==> config.mk <==
export PLATFORM = sky130hd
export DESIGN_NAME = arith_extend_pipe
export DESIGN_NICKNAME = d
export VERILOG_FILES = /design/src/rtl/arith_extend_pipe.sv
export SDC_FILE = /design/constraint.sdc
export NUM_CORES = 1
export LEC_CHECK = 0
export ABC_AREA = 0
export BUFFER_PORTS_ARGS = -buffer_cell sky130_fd_sc_hd__buf_2
export CORE_UTILIZATION = 42
export CTS_CLUSTER_DIAMETER = 120
export CTS_CLUSTER_SIZE = 25
export DETAILED_ROUTE_END_ITERATION = 12
export GPL_ROUTABILITY_DRIVEN = 0
export PLACE_DENSITY = 0.8
export SYNTH_ARGS = -nofsm -noshare
export SYNTH_HDL_FRONTEND = slang
export SYNTH_SLANG_ARGS = --single-unit
export TNS_END_PERCENT = 10
==> constraint.sdc <==
create_clock -name i_ctrl -period 2 [get_ports i_ctrl]
set_clock_uncertainty 0.2 [all_clocks]
set_input_delay 0.6 -clock i_ctrl [delete_from_list [all_inputs] [get_ports i_ctrl]]
set_output_delay 0.6 -clock i_ctrl [all_outputs]
set_load 0.03 [all_outputs]
==> src/rtl/arith_extend_pipe.sv <==
// Multi-lane extend/truncate/saturate converter feeding a valid/ready register pipeline.
// Per-lane overflow travels with each beat; a sticky copy accumulates on delivery.
package util_pkg;
   typedef struct packed {
      logic clk;
      logic rst_n;
   } Util_Control_T;
endpackage

module arith_extend_pipe #(
   parameter int IN_W   = 16,
   parameter int OUT_W  = 32,
   parameter int DEPTH  = 2,
   parameter int STAGES = 1
) (
   input  util_pkg::Util_Control_T  i_ctrl,
   input  logic [DEPTH*IN_W-1:0]    i_in,
   input  logic [DEPTH*2-1:0]       i_mode,
   input  logic                     i_in_valid,
   output logic                     o_in_ready,
   output logic [DEPTH*OUT_W-1:0]   o_out,
   output logic [DEPTH-1:0]         o_ovf,
   output logic                     o_out_valid,
   input  logic                     i_out_ready,
   output logic [DEPTH-1:0]         o_ovf_sticky,
   input  logic                     i_ovf_clr
);

   localparam int EW = ((IN_W > OUT_W) ? IN_W : OUT_W) + 1;

   // EW is one bit wider than either side, so signed/unsigned views and all bounds fit.
   function automatic logic [OUT_W:0] f_convert(input logic [IN_W-1:0] x, input logic [1:0] m);
      logic signed [EW-1:0] v, hi_u, hi_s, lo_s, r;
      logic ovf;
      hi_u = '0;
      hi_u[OUT_W-1:0] = '1;
      hi_s = hi_u >>> 1;
      lo_s = ~hi_s;
      if (m[0]) v = $signed({{(EW-IN_W){x[IN_W-1]}}, x});
      else      v = $signed({{(EW-IN_W){1'b0}}, x});
      ovf = m[0] ? ((v > hi_s) || (v < lo_s)) : (v > hi_u);
      r = v;
      if (m[1] && ovf) r = m[0] ? (v[EW-1] ? lo_s : hi_s) : hi_u;
      return {ovf, r[OUT_W-1:0]};
   endfunction

   logic                   w_clk;
   logic                   w_rst_n;
   logic [DEPTH*OUT_W-1:0] w_conv_data;
   logic [DEPTH-1:0]       w_conv_ovf;
   logic [STAGES-1:0]      w_ld;
   logic [STAGES-1:0]      w_src_vld;
   logic [DEPTH*OUT_W-1:0] w_src_data [STAGES];
   logic [DEPTH-1:0]       w_src_ovf  [STAGES];
   logic                   w_deliver;

   logic [STAGES-1:0]      r_vld;
   logic [DEPTH*OUT_W-1:0] r_data [STAGES];
   logic [DEPTH-1:0]       r_ovf  [STAGES];
   logic [DEPTH-1:0]       r_sticky;

   assign w_clk   = i_ctrl.clk;
   assign w_rst_n = i_ctrl.rst_n;

   always_comb begin
      w_conv_data = '0;
      w_conv_ovf  = '0;
      for (int i = 0; i < DEPTH; i++) begin
         {w_conv_ovf[i], w_conv_data[i*OUT_W +: OUT_W]} =
            f_convert(i_in[i*IN_W +: IN_W], i_mode[i*2 +: 2]);
      end
   end

   // A slice may load when the consumer is taking a beat or any slice at or after it is empty.
   always_comb begin
      w_ld = '0;
      for (int k = 0; k < STAGES; k++) begin
         w_ld[k] = i_out_ready;
         for (int j = k; j < STAGES; j++) begin
            if (!r_vld[j]) w_ld[k] = 1'b1;
         end
      end
   end

   for (genvar k = 0; k < STAGES; k++) begin : g_src
      if (k == 0) begin : g_in
         assign w_src_vld[k]  = i_in_valid;
         assign w_src_data[k] = w_conv_data;
         assign w_src_ovf[k]  = w_conv_ovf;
      end else begin : g_prev
         assign w_src_vld[k]  = r_vld[k-1];
         assign w_src_data[k] = r_data[k-1];
         assign w_src_ovf[k]  = r_ovf[k-1];
      end
   end

   assign w_deliver = r_vld[STAGES-1] && i_out_ready;

   always_ff @(posedge w_clk or negedge w_rst_n) begin
      if (!w_rst_n) begin
         r_vld    <= '0;
         r_sticky <= '0;
         for (int k = 0; k < STAGES; k++) begin
            r_data[k] <= '0;
            r_ovf[k]  <= '0;
         end
      end else begin
         for (int k = 0; k < STAGES; k++) begin
            if (w_ld[k]) begin
               r_vld[k] <= w_src_vld[k];
               if (w_src_vld[k]) begin
                  r_data[k] <= w_src_data[k];
                  r_ovf[k]  <= w_src_ovf[k];
               end
            end
         end
         // A clear coinciding with a new overflow keeps the new overflow.
         r_sticky <= (i_ovf_clr ? '0 : r_sticky) | (w_deliver ? r_ovf[STAGES-1] : '0);
      end
   end

   assign o_in_ready   = w_ld[0];
   assign o_out        = r_data[STAGES-1];
   assign o_ovf        = r_ovf[STAGES-1];
   assign o_out_valid  = r_vld[STAGES-1];
   assign o_ovf_sticky = r_sticky;

endmodule

# Yosys cells after proc, flatten, opt, wreduce, memory -nomap -nowiden
# Index checks and enable logic that the tools add are counted.
[totals]
reg_bits = 69
latchBits = 0
ramBits = 0
mem_bits_ro = 0
input_bits = 41
out_inout_bits = 70
elab_cells = 30
n_memories = 0
[op_classes]
add_sub_neg = 0
n_mul = 0
n_div = 0
order_cmp = 6
n_eq_ne = 0
shift = 0
mux = 13
bitwise_logic = 1
reduce_logical = 6
[op_table]
columns = ["operator", "n"]
rows = [
  ["$mux 32", 6],
  ["$gt 33x32->1 const B", 2],
  ["$gt 33x33->1 const B", 2],
  ["$lt 33x32->1 const B", 2],
  ["$mux 33", 2],
  ["$mux 2", 2],
  ["$logic_and 1x1->1", 3],
  ["$mux 1", 3],
  ["$logic_or 1x1->1", 2],
  ["$or 2x2->2", 1],
  ["$reduce_and 2->1", 1],
]

# Depth between registers and ports, before layout
# Gate-level depths: netlist (run 1).
[logic_depth]
word_depth = 6
ltp_mapped = 4
ltp_nobuf = 3

# Least setup slack after synthesis (run 1)
# OpenSTA, ideal clock, no wires.
[synth_timing]
path_type = "flip-flop to output port"
from = "register o_out[30] (netlist name)"
to = "output port o_out[17]"
t_arrival_ns = 0.976
t_required_ns = 1.200
slack_ns = 0.224
stages_incl_launch_ff = 2
path_buffers = 1
cell_sequence = "dfrtp_1 buf_4"
[synth_rtl]
columns = ["element", "line", "rtl"]
rows = [
  ["end, declared", "21", "output logic [DEPTH*OUT_W-1:0] o_out,"],
]

# Final worst setup path (run 1)
[layout_timing]
from = "register r_vld, in the netlist o_out_valid"
to = "output port o_in_ready"
[layout_between]
elab_chain_len = 1
[layout_lines]
columns = ["element", "line", "rtl"]
rows = [
  ["start, declared", "57", "logic [STAGES-1:0] r_vld;"],
  ["start signal, assigned by index", "110", "r_vld[k] <= w_src_vld[k];"],
  ["$mux 1", "80", "if (!r_vld[j]) w_ld[k] = 1'b1;"],
  ["end, declared", "20", "output logic o_in_ready,"],
]
# No other way between the ends.

==> impl_metrics.yaml, run 1 <==
timing:
  period_minus_slack_ns: 1.86
  setup_viol: 0
  final-max-slew-violation-count: 0
  rsz0062_at_grt: "no"
  fin_setup_tns_ns: 0
  period_share: 0.932
  whs_ns: -0.522
  final_hold_viol_count: 39
  slew_headroom: 0.863
  fmax_mhz: 536
  tightest_slew_ns: 0.206
  post-route-worst-setup-slack_ns: 0.135
pwr:
  p_int_mw: 1.94
  irDropWorstVdd_uv: 688
  sequentialPowerShare: 0.294
  swShare: 0.373
  p_per_area_nw_per_um2: 1280
  p_clk_frac: 0.462
  p_switching_mw: 1.15
  pwr-share-comb: 0.244
  total_power_mw: 3.08
  leakagePower_nw: 1.35
layout:
  syn2layout_area_growth_pct: 34.2
  antenna_cells: 0
  nets: 248
  fin_area_um2: 2410
  fin_cells: 261
  drive_gt1_frac: 0.763
  final_core_utilization: 0.594
place:
  dp_slack_ns: 0.125
  port_buffers: 107
  hpwl_mm: 2.31
  placed_cells: 245
  post_dp_cell_area_um2: 2180
floorplan:
  ios: 111
  initial_core_util: 0.443
  core_area_um2: 4060
  die_x_um: 67.4
  die-area_um2: 4540
  std_cell_rows: 23
  die_h_um: 67.4
critical_path:
  critPathArrivalTime_ns: 1.06
  ff2ff_path_depth: 4
  critPathKind: "reg2out"
  r2r_slack_ns: 0.47
  cp-end-kind: "output pin"
  r2r_start: "o_out_valid"
  r2r_end: "o_out[41]"
  crit_fanout: 5
  worstPathRequired_ns: 1.20
  worstSetupStartpointType: "register"
logic_synthesis:
  synth_largest_area_cell: "dfrtp_1"
  synth_cells: 119
  synth_cell_type_count: 14
  yosysSeqAreaShare: 0.543
  yosys_warnings: 0
  synth_area_leaders: "dfrtp_1 54%, mux2_4 22%, buf_4 13%, mux2_2 3.8%, buf_6 1.9%"
  synth_seq_cells: 39
  syn_area_um2: 1800
  synth_nets: 160
  yosysTopAreaCellShare: 0.543
  synth.avg_cell_area_um2: 15.1
global_route:
  grtUsageTotal: 0.163
  antenna_found_initial: 0
  grt_pass1_vias: 1167
  grt_pass1_wl_mm: 4.81
  overflow: 0
  grt_max_degree: 24
min_path:
  hp-class: "clk2async"
outcome:
  status: "finished with violations"
  violations: "hold timing"
clock_tree:
  clock_latency_ns: 0.28
  cts_tree: "built"
  cts_setup_buffers: 0
  clkTransAtPathRegs_ns: 0.07
  cts_hold_buf: 0
detailed_routing:
  drc: 0
  wl_per_cell_um: 12.7
  firstDrtPassIters: 4
  drtIter0Drc: 29
  wl_mm: 3.31
  vias: 1190
  vias_per_cell: 4.56
  antenna_left: 0
flow_run:
  drv_cap: 0
## cells by family (layout without fill, tap and decap cells)
group / count (synthesis) / in the layout / share of synthesized area
AO/OA/AOI/OAI: 4 / 4 / 0.0167
buffers and inverters: 35 / 127 / 0.148
flip-flops: 39 / 39 / 0.543
multiplexers: 32 / 32 / 0.255
AND/OR/NAND/NOR: 9 / 9 / 0.0369
## area by class of cell
type,count,area [µm²]
sequential,39,978
clock inverter,3,63.8
timing repair buffer,109,576
clock buffer,13,169
tap,50,62.6
multi-input combinational,45,554
inverter,2,7.51
fill,329,1650
## synthesized netlist by cell type, drive strengths merged
master / n
o21ai: 2
mux2: 32
nand2b: 2
buf: 33
dfrtp: 39
a21bo: 2
nand4: 2
and2: 2
inv: 2
nand3: 2
nand2: 1
## cell usage in the layout (no fill, tap or decap), drive strengths merged
cell type and n:
a21bo 2, and2 2, buf 109, bufinv 2, clkbuf 13, clkinv 1, dfrtp 39, inv 2
mux2 32, nand2 1, nand2b 2, nand3 2, nand4 2, o21ai 2
## routing by layer
metal,GRT usage,share of wire,vias to the layer above
li1,-,-,549
met1,0.148,0.40,551
met2,0.206,0.47,84
met3,0.145,0.11,6
met4,0.168,0.015,0
met5,0,0,-
## power groups by stage
stage	sequential, mW	clock, mW	combinational, mW
6_report	0.908	1.42	0.752
5_1_grt	0.921	1.59	0.793
4_1_cts	0.907	1.52	0.758
3_5_place_dp	0.925	0	0.758
3_3_place_gp	0.922	0	0.751
2_1_floorplan	1.08	0	0.414
## worst max path at each step
stage                       endpoint   startpoint  slack, ns  depth (start not counted)
after floorplan            o_out[17]    o_out[30]       0.22                          1
after global placement    o_in_ready  i_out_ready       0.13                          3
after detailed placement   o_out[41]  i_out_ready       0.12                          5
after CTS                  o_out[25]    o_out[30]       0.08                          1
after global routing      o_in_ready  o_out_valid       0.08                          2
final                     o_in_ready  o_out_valid       0.14                          2
## worst max-delay path: stages, from the launching register on
cell,delay [ns]
dfrtp_1,0.45
nand2b_4,0.13
buf_2,0.20
## registers in the layout (all words and copies together) (netlist names)
signal        cells
o_ovf_sticky      2
o_out_valid       1
o_out            34
o_ovf             2
## repair_timing
action / in CTS / in global routing
endpoints found under the setup margin: 0 / 32
endpoints found under the hold margin: 0 / 0
gates resized for setup: 0 / 2
No activity file was read; power rests on OpenSTA's default activity.
==> run 2: changes to the inputs <==
==> constraint.sdc (replaced) <==
create_clock -name i_ctrl -period 2 [get_ports i_ctrl]
set_clock_uncertainty 0.2 [all_clocks]
set_input_delay 0.3 -clock i_ctrl [delete_from_list [all_inputs] [get_ports i_ctrl]]
set_output_delay 0.3 -clock i_ctrl [all_outputs]
set_load 0.03 [all_outputs]
==> run 2 against run 1 <==
The run still ends with hold timing left. Design area decreased by 0.42%. Sequential share of layout area is 0.065 points higher. Non-clock buffer count is 2 higher. Critical endpoint is now o_out[33]. Global-route usage grew 0.71 points. Register-to-register slack got worse by 0.12 ns.
==> impl_metrics.yaml, run 2 (synthesized netlist as in run 1, its figures left out) <==
layout:
  syn2layout_area_growth_pct: 33.6
  fin_cells: 263
  final_core_utilization: 0.592
  final_common_cell: "buf_2"
  nets: 250
  largest_register_ff_count: 34
  antenna_cells: 0
  drive_gt1_frac: 0.756
  nFillCells: 333
  layout_common_cells: "107 x buf_2, 39 x dfrtp_1, 26 x mux2_4"
timing:
  rsz0062_at_grt: "no"
  final_hold_viol_count: 39
  slew_headroom: 0.783
  setup_viol: 0
  fin_setup_tns_ns: 0
  tightest_slew_ns: 0.326
  period_minus_slack_ns: 1.65
  period_share: 0.825
  final-max-slew-violation-count: 0
  fmax_mhz: 606
  whs_ns: -0.526
critical_path:
  crit_fanout: 15
  crit_end: "o_out[33]"
  critPathArrivalTime_ns: 1.62
  worstPathCellList: "nand2b_4 > nand2_4 > buf_4 > mux2_4"
  cp_slowest_stage_delay_ns: 0.44
  worstPathRequired_ns: 1.97
  crit_slowest_cell: "dfrtp_1"
  cp-end-kind: "register"
  crit_start: "o_out_valid"
  r2r_start: "o_out_valid"
  r2r_end: "o_out[33]"
  worstSetupStartpointType: "register"
  r2r_slack_ns: 0.35
  ff2ff_path_depth: 4
  critPathKind: "reg2reg"
place:
  hpwl_mm: 2.41
  placed_cells: 246
  port_buffers: 107
global_route:
  gr-max-usage-layer: "met2"
  overflow: 0
  use_met3: 0.157
  met2_usage: 0.218
  grt_use_met1: 0.154
  grt_pass1_wl_mm: 4.92
  grt_pass1_vias: 1205
  grt_max_degree: 18
  antenna_found_initial: 0
  grtUsageTotal: 0.170
pwr:
  p_per_area_nw_per_um2: 1280
  irDropWorstVdd_uv: 631
  leakagePower_nw: 1.35
detailed_routing:
  drtIter0Drc: 26
  wl_mm: 3.34
  vias: 1211
  wl_per_cell_um: 12.7
  drc: 0
  firstDrtPassIters: 4
  antenna_left: 0
  vias_per_cell: 4.60
floorplan:
  initial_core_util: 0.443
  die-area_um2: 4540
  ios: 111
  core_area_um2: 4060
  die_h_um: 67.4
  std_cell_rows: 23
  die_x_um: 67.4
clock_tree:
  cts_tree: "built"
  clkTransAtPathRegs_ns: 0.07
  cts_hold_buf: 0
  cts_resized: 0
  clock_latency_ns: 0.28
  cts_setup_buffers: 0
min_path:
  hp-class: "clk2async"
flow_run:
  drv_cap: 0
outcome:
  status: "finished with violations"
  violations: "hold timing"
## run 2: how the worst min path moves through the flow
stage | startpoint | endpoint | slack [ns]
CTS | i_ctrl[0] | o_out[39] | -0.52
floorplan | i_ctrl[0] | o_out[0] | -0.50
global route | i_ctrl[0] | o_ovf_sticky[0] | -0.53
finish | i_ctrl[0] | o_out[41] | -0.53
global placement | i_ctrl[0] | o_out[0] | -0.50
detailed placement | i_ctrl[0] | o_out[0] | -0.50
## run 2: area by class of cell
type / instances / area, µm² / share of cell area
Clock buffer: 11 / 141 / 0.0589
Clock inverter: 5 / 91.3 / 0.0380
Inverter: 2 / 7.51 / 0.00313
Multi-Input combinational cell: 45 / 554 / 0.231
Sequential cell: 39 / 976 / 0.406
Tap cell: 50 / 62.6 / 0.0261
Timing Repair Buffer: 111 / 568 / 0.237
## run 2: critical path: cells and delay by family (launching register included)
family | cells | cell delay (ns)
simple gates | 2 | 0.31
flops | 1 | 0.44
buf+inv | 1 | 0.26
mux | 1 | 0.32
## run 2: report_power, final
| part | switching [mW] | leakage (nW) | internal (mW) |
|---|---|---|---|
| clock network | 0.652 | 0.118 | 0.765 |
| registers | 0.0649 | 0.467 | 0.841 |
| logic | 0.470 | 0.768 | 0.279 |
| total | 1.19 | 1.35 | 1.89 |
## run 2: stage by stage
stage	instance area (µm²)	power, mW	worst slack (ns)
after floorplan	1800	1.50	0.303
after global placement	2160	1.67	0.310
after detailed placement	2160	1.68	0.283
after CTS	2390	3.17	0.322
after global routing	2400	3.30	0.256
final	2400	3.07	0.350
## run 2: metal layers
layer / up-vias / part of all wire / wire length, µm
met1: 560 / 0.39 / 1310
met4: 0 / 0.029 / 98
met5: - / 0 / 0
met2: 87 / 0.47 / 1580
met3: 11 / 0.11 / 358
li1: 553 / - / -
==> run 3: changes to the inputs <==
Settings changed: CORE_UTILIZATION 42 to 38, PLACE_DENSITY 0.8 to 0.76.
Clock period 2 ns to 1.5 ns, I/O delays scaled along.
==> run 3 against run 2 <==
The run ends with DRC, hold timing left. Routed wire length grew 20%. Fmax grew 12%. Combinational power grew 50%. Critical path depth is the same. Via count grew 14%. First-iteration DRC count grew 50%. Setup slack lost 0.33 ns. Power grew 30%. Cell count grew 15%. Largest cell class is now buffers.
==> impl_metrics.yaml, run 3 (synthesized netlist as in run 1, its figures left out) <==
outcome:
  status: "finished with violations"
  violations: "DRC, hold timing"
timing:
  fmax_mhz: 677
  final_hold_viol_count: 39
  whs_ns: -0.527
  period_minus_slack_ns: 1.48
  slew_headroom: 0.876
  rsz0062_at_grt: "yes"
  final-max-slew-violation-count: 0
  period_share: 0.984
  setup_viol: 0
  tightest_slew_ns: 0.185
  post-route-worst-setup-slack_ns: 0.0239
  fin_setup_tns_ns: 0
critical_path:
  critPathArrivalTime_ns: 1.44
  worstPathRequired_ns: 1.47
  cp-end-kind: "register"
  r2r_start: "o_out_valid"
  crit_fanout: 8
  critPathKind: "reg2reg"
  crit_slowest_cell: "dfrtp_2"
  crit_start: "o_out_valid"
  path_delay_family: "flip-flops"
  r2r_slack_ns: 0.02
  r2r_end: "o_out[38]"
  ff2ff_path_depth: 4
  worstSetupStartpointType: "register"
  cp_num_cells: 4
  cp_slowest_stage_delay_ns: 0.45
  cp_num_buf_inv: 1
  worstPathCellList: "nand2b_4 > nand2_8 > buf_12 > mux2_4"
layout:
  layout_common_cells: "106 x buf_2, 36 x dfrtp_1, 33 x dlygate4sd3_1"
  syn2layout_area_growth_pct: 56.5
  nFillCells: 347
  drive_gt1_frac: 0.680
  final_common_cell: "buf_2"
  largest_register_ff_count: 34
  multiInputGateArea_um2: 563
  nets: 287
  ff_latch_area_um2: 980
  antenna_cells: 0
  fin_area_um2: 2810
floorplan:
  std_cell_rows: 24
  die_h_um: 70.8
  ios: 111
  core_area_um2: 4440
  die_x_um: 70.8
  initial_core_util: 0.404
  die-area_um2: 5010
global_route:
  grt_pass1_wl_mm: 6.60
  grt_max_degree: 18
  grt_pass1_vias: 1480
  use_met3: 0.137
  grt_use_met1: 0.179
  met2_usage: 0.268
  gr-max-usage-layer: "met2"
  overflow: 0
  antenna_found_initial: 0
  grtUsageTotal: 0.184
detailed_routing:
  drtIter0Drc: 39
  firstDrtPassIters: 8
  drc: 22
  wl_mm: 4.01
  vias_per_cell: 4.55
  vias: 1375
  antenna_left: 0
  wl_per_cell_um: 13.3
pwr:
  sequentialPowerShare: 0.303
  pwr-share-comb: 0.280
  p_int_mw: 2.36
  irDropWorstVdd_uv: 980
  swShare: 0.411
  p_clk_frac: 0.417
  leakagePower_nw: 1.52
  p_switching_mw: 1.64
  p_per_area_nw_per_um2: 1420
flow_run:
  drv_cap: 0
clock_tree:
  cts_tree: "built"
  clock_latency_ns: 0.29
  clkTransAtPathRegs_ns: 0.08
min_path:
  hp-class: "clk2async"
place:
  dp_slack_ns: 0.0252
  post_dp_cell_area_um2: 2240
  hpwl_mm: 2.43
  port_buffers: 107
[run 3: changes by cell type in the layout (fill, tap and decap cells not counted), sizes merged]
cell         previous run  this run
inv                     4         3
clkinvlp                0         1
buf                   110       115
bufinv                  2         0
clkbuf                 11        12
dlygate4sd3             1        33
clkinv                  1         2
[run 3: area by class of cell]
type	count	share of cell area
multi-input cells	45	0.200
clock inverters	4	0.0147
clock buffers	12	0.0587
well taps	52	0.0231
flip-flops and latches	39	0.348
repair buffers	148	0.352
inverters	2	0.00267
[run 3: how the worst max path moves through the flow]
| stage | to | slack [ns] |
|---|---|---|
| 2_1_floorplan | o_out[10] | -0.04 |
| 6_report | o_out[38] | 0.02 |
| 3_3_place_gp | o_out[10] | 0.04 |
| 4_1_cts | o_out[38] | -0.002 |
| 3_5_place_dp | o_out[33] | 0.03 |
| 5_1_grt | o_out[38] | -0.02 |
[run 3: routing by layer]
layer / part of all wire / wire [µm]
met4: 0.015 / 59
met3: 0.11 / 448
met2: 0.49 / 1950
met1: 0.39 / 1550
met5: 0 / 0
[run 3: stage by stage]
stage / total power, mW / util / cells / hold slack (ns)
floorplan: 2.01 / - / 119 / -0.496
global route: 4.30 / 0.633 / 302 / -0.526
detailed placement: 2.27 / 0.503 / 250 / -0.496
finish: 4.00 / 0.633 / 302 / -0.527
global placement: 2.25 / 0.503 / 250 / -0.496
CTS: 4.10 / 0.625 / 299 / -0.520
[run 3: power groups by stage]
stage / Clock, mW / Sequential (mW) / Combinational (mW)
2_1_floorplan: 0 / 1.45 / 0.559
3_3_place_gp: 0 / 1.23 / 1.02
3_5_place_dp: 0 / 1.23 / 1.04
4_1_cts: 1.79 / 1.21 / 1.10
5_1_grt: 1.90 / 1.23 / 1.17
6_report: 1.67 / 1.21 / 1.12
[run 3: timing repair]
action	in CTS	in global routing
pin swaps	0	1
endpoints found under the setup margin	33	27
setup buffers	0	3
hold buffers	33	0
hold endpoints to repair	34	0
gates resized for setup	3	0
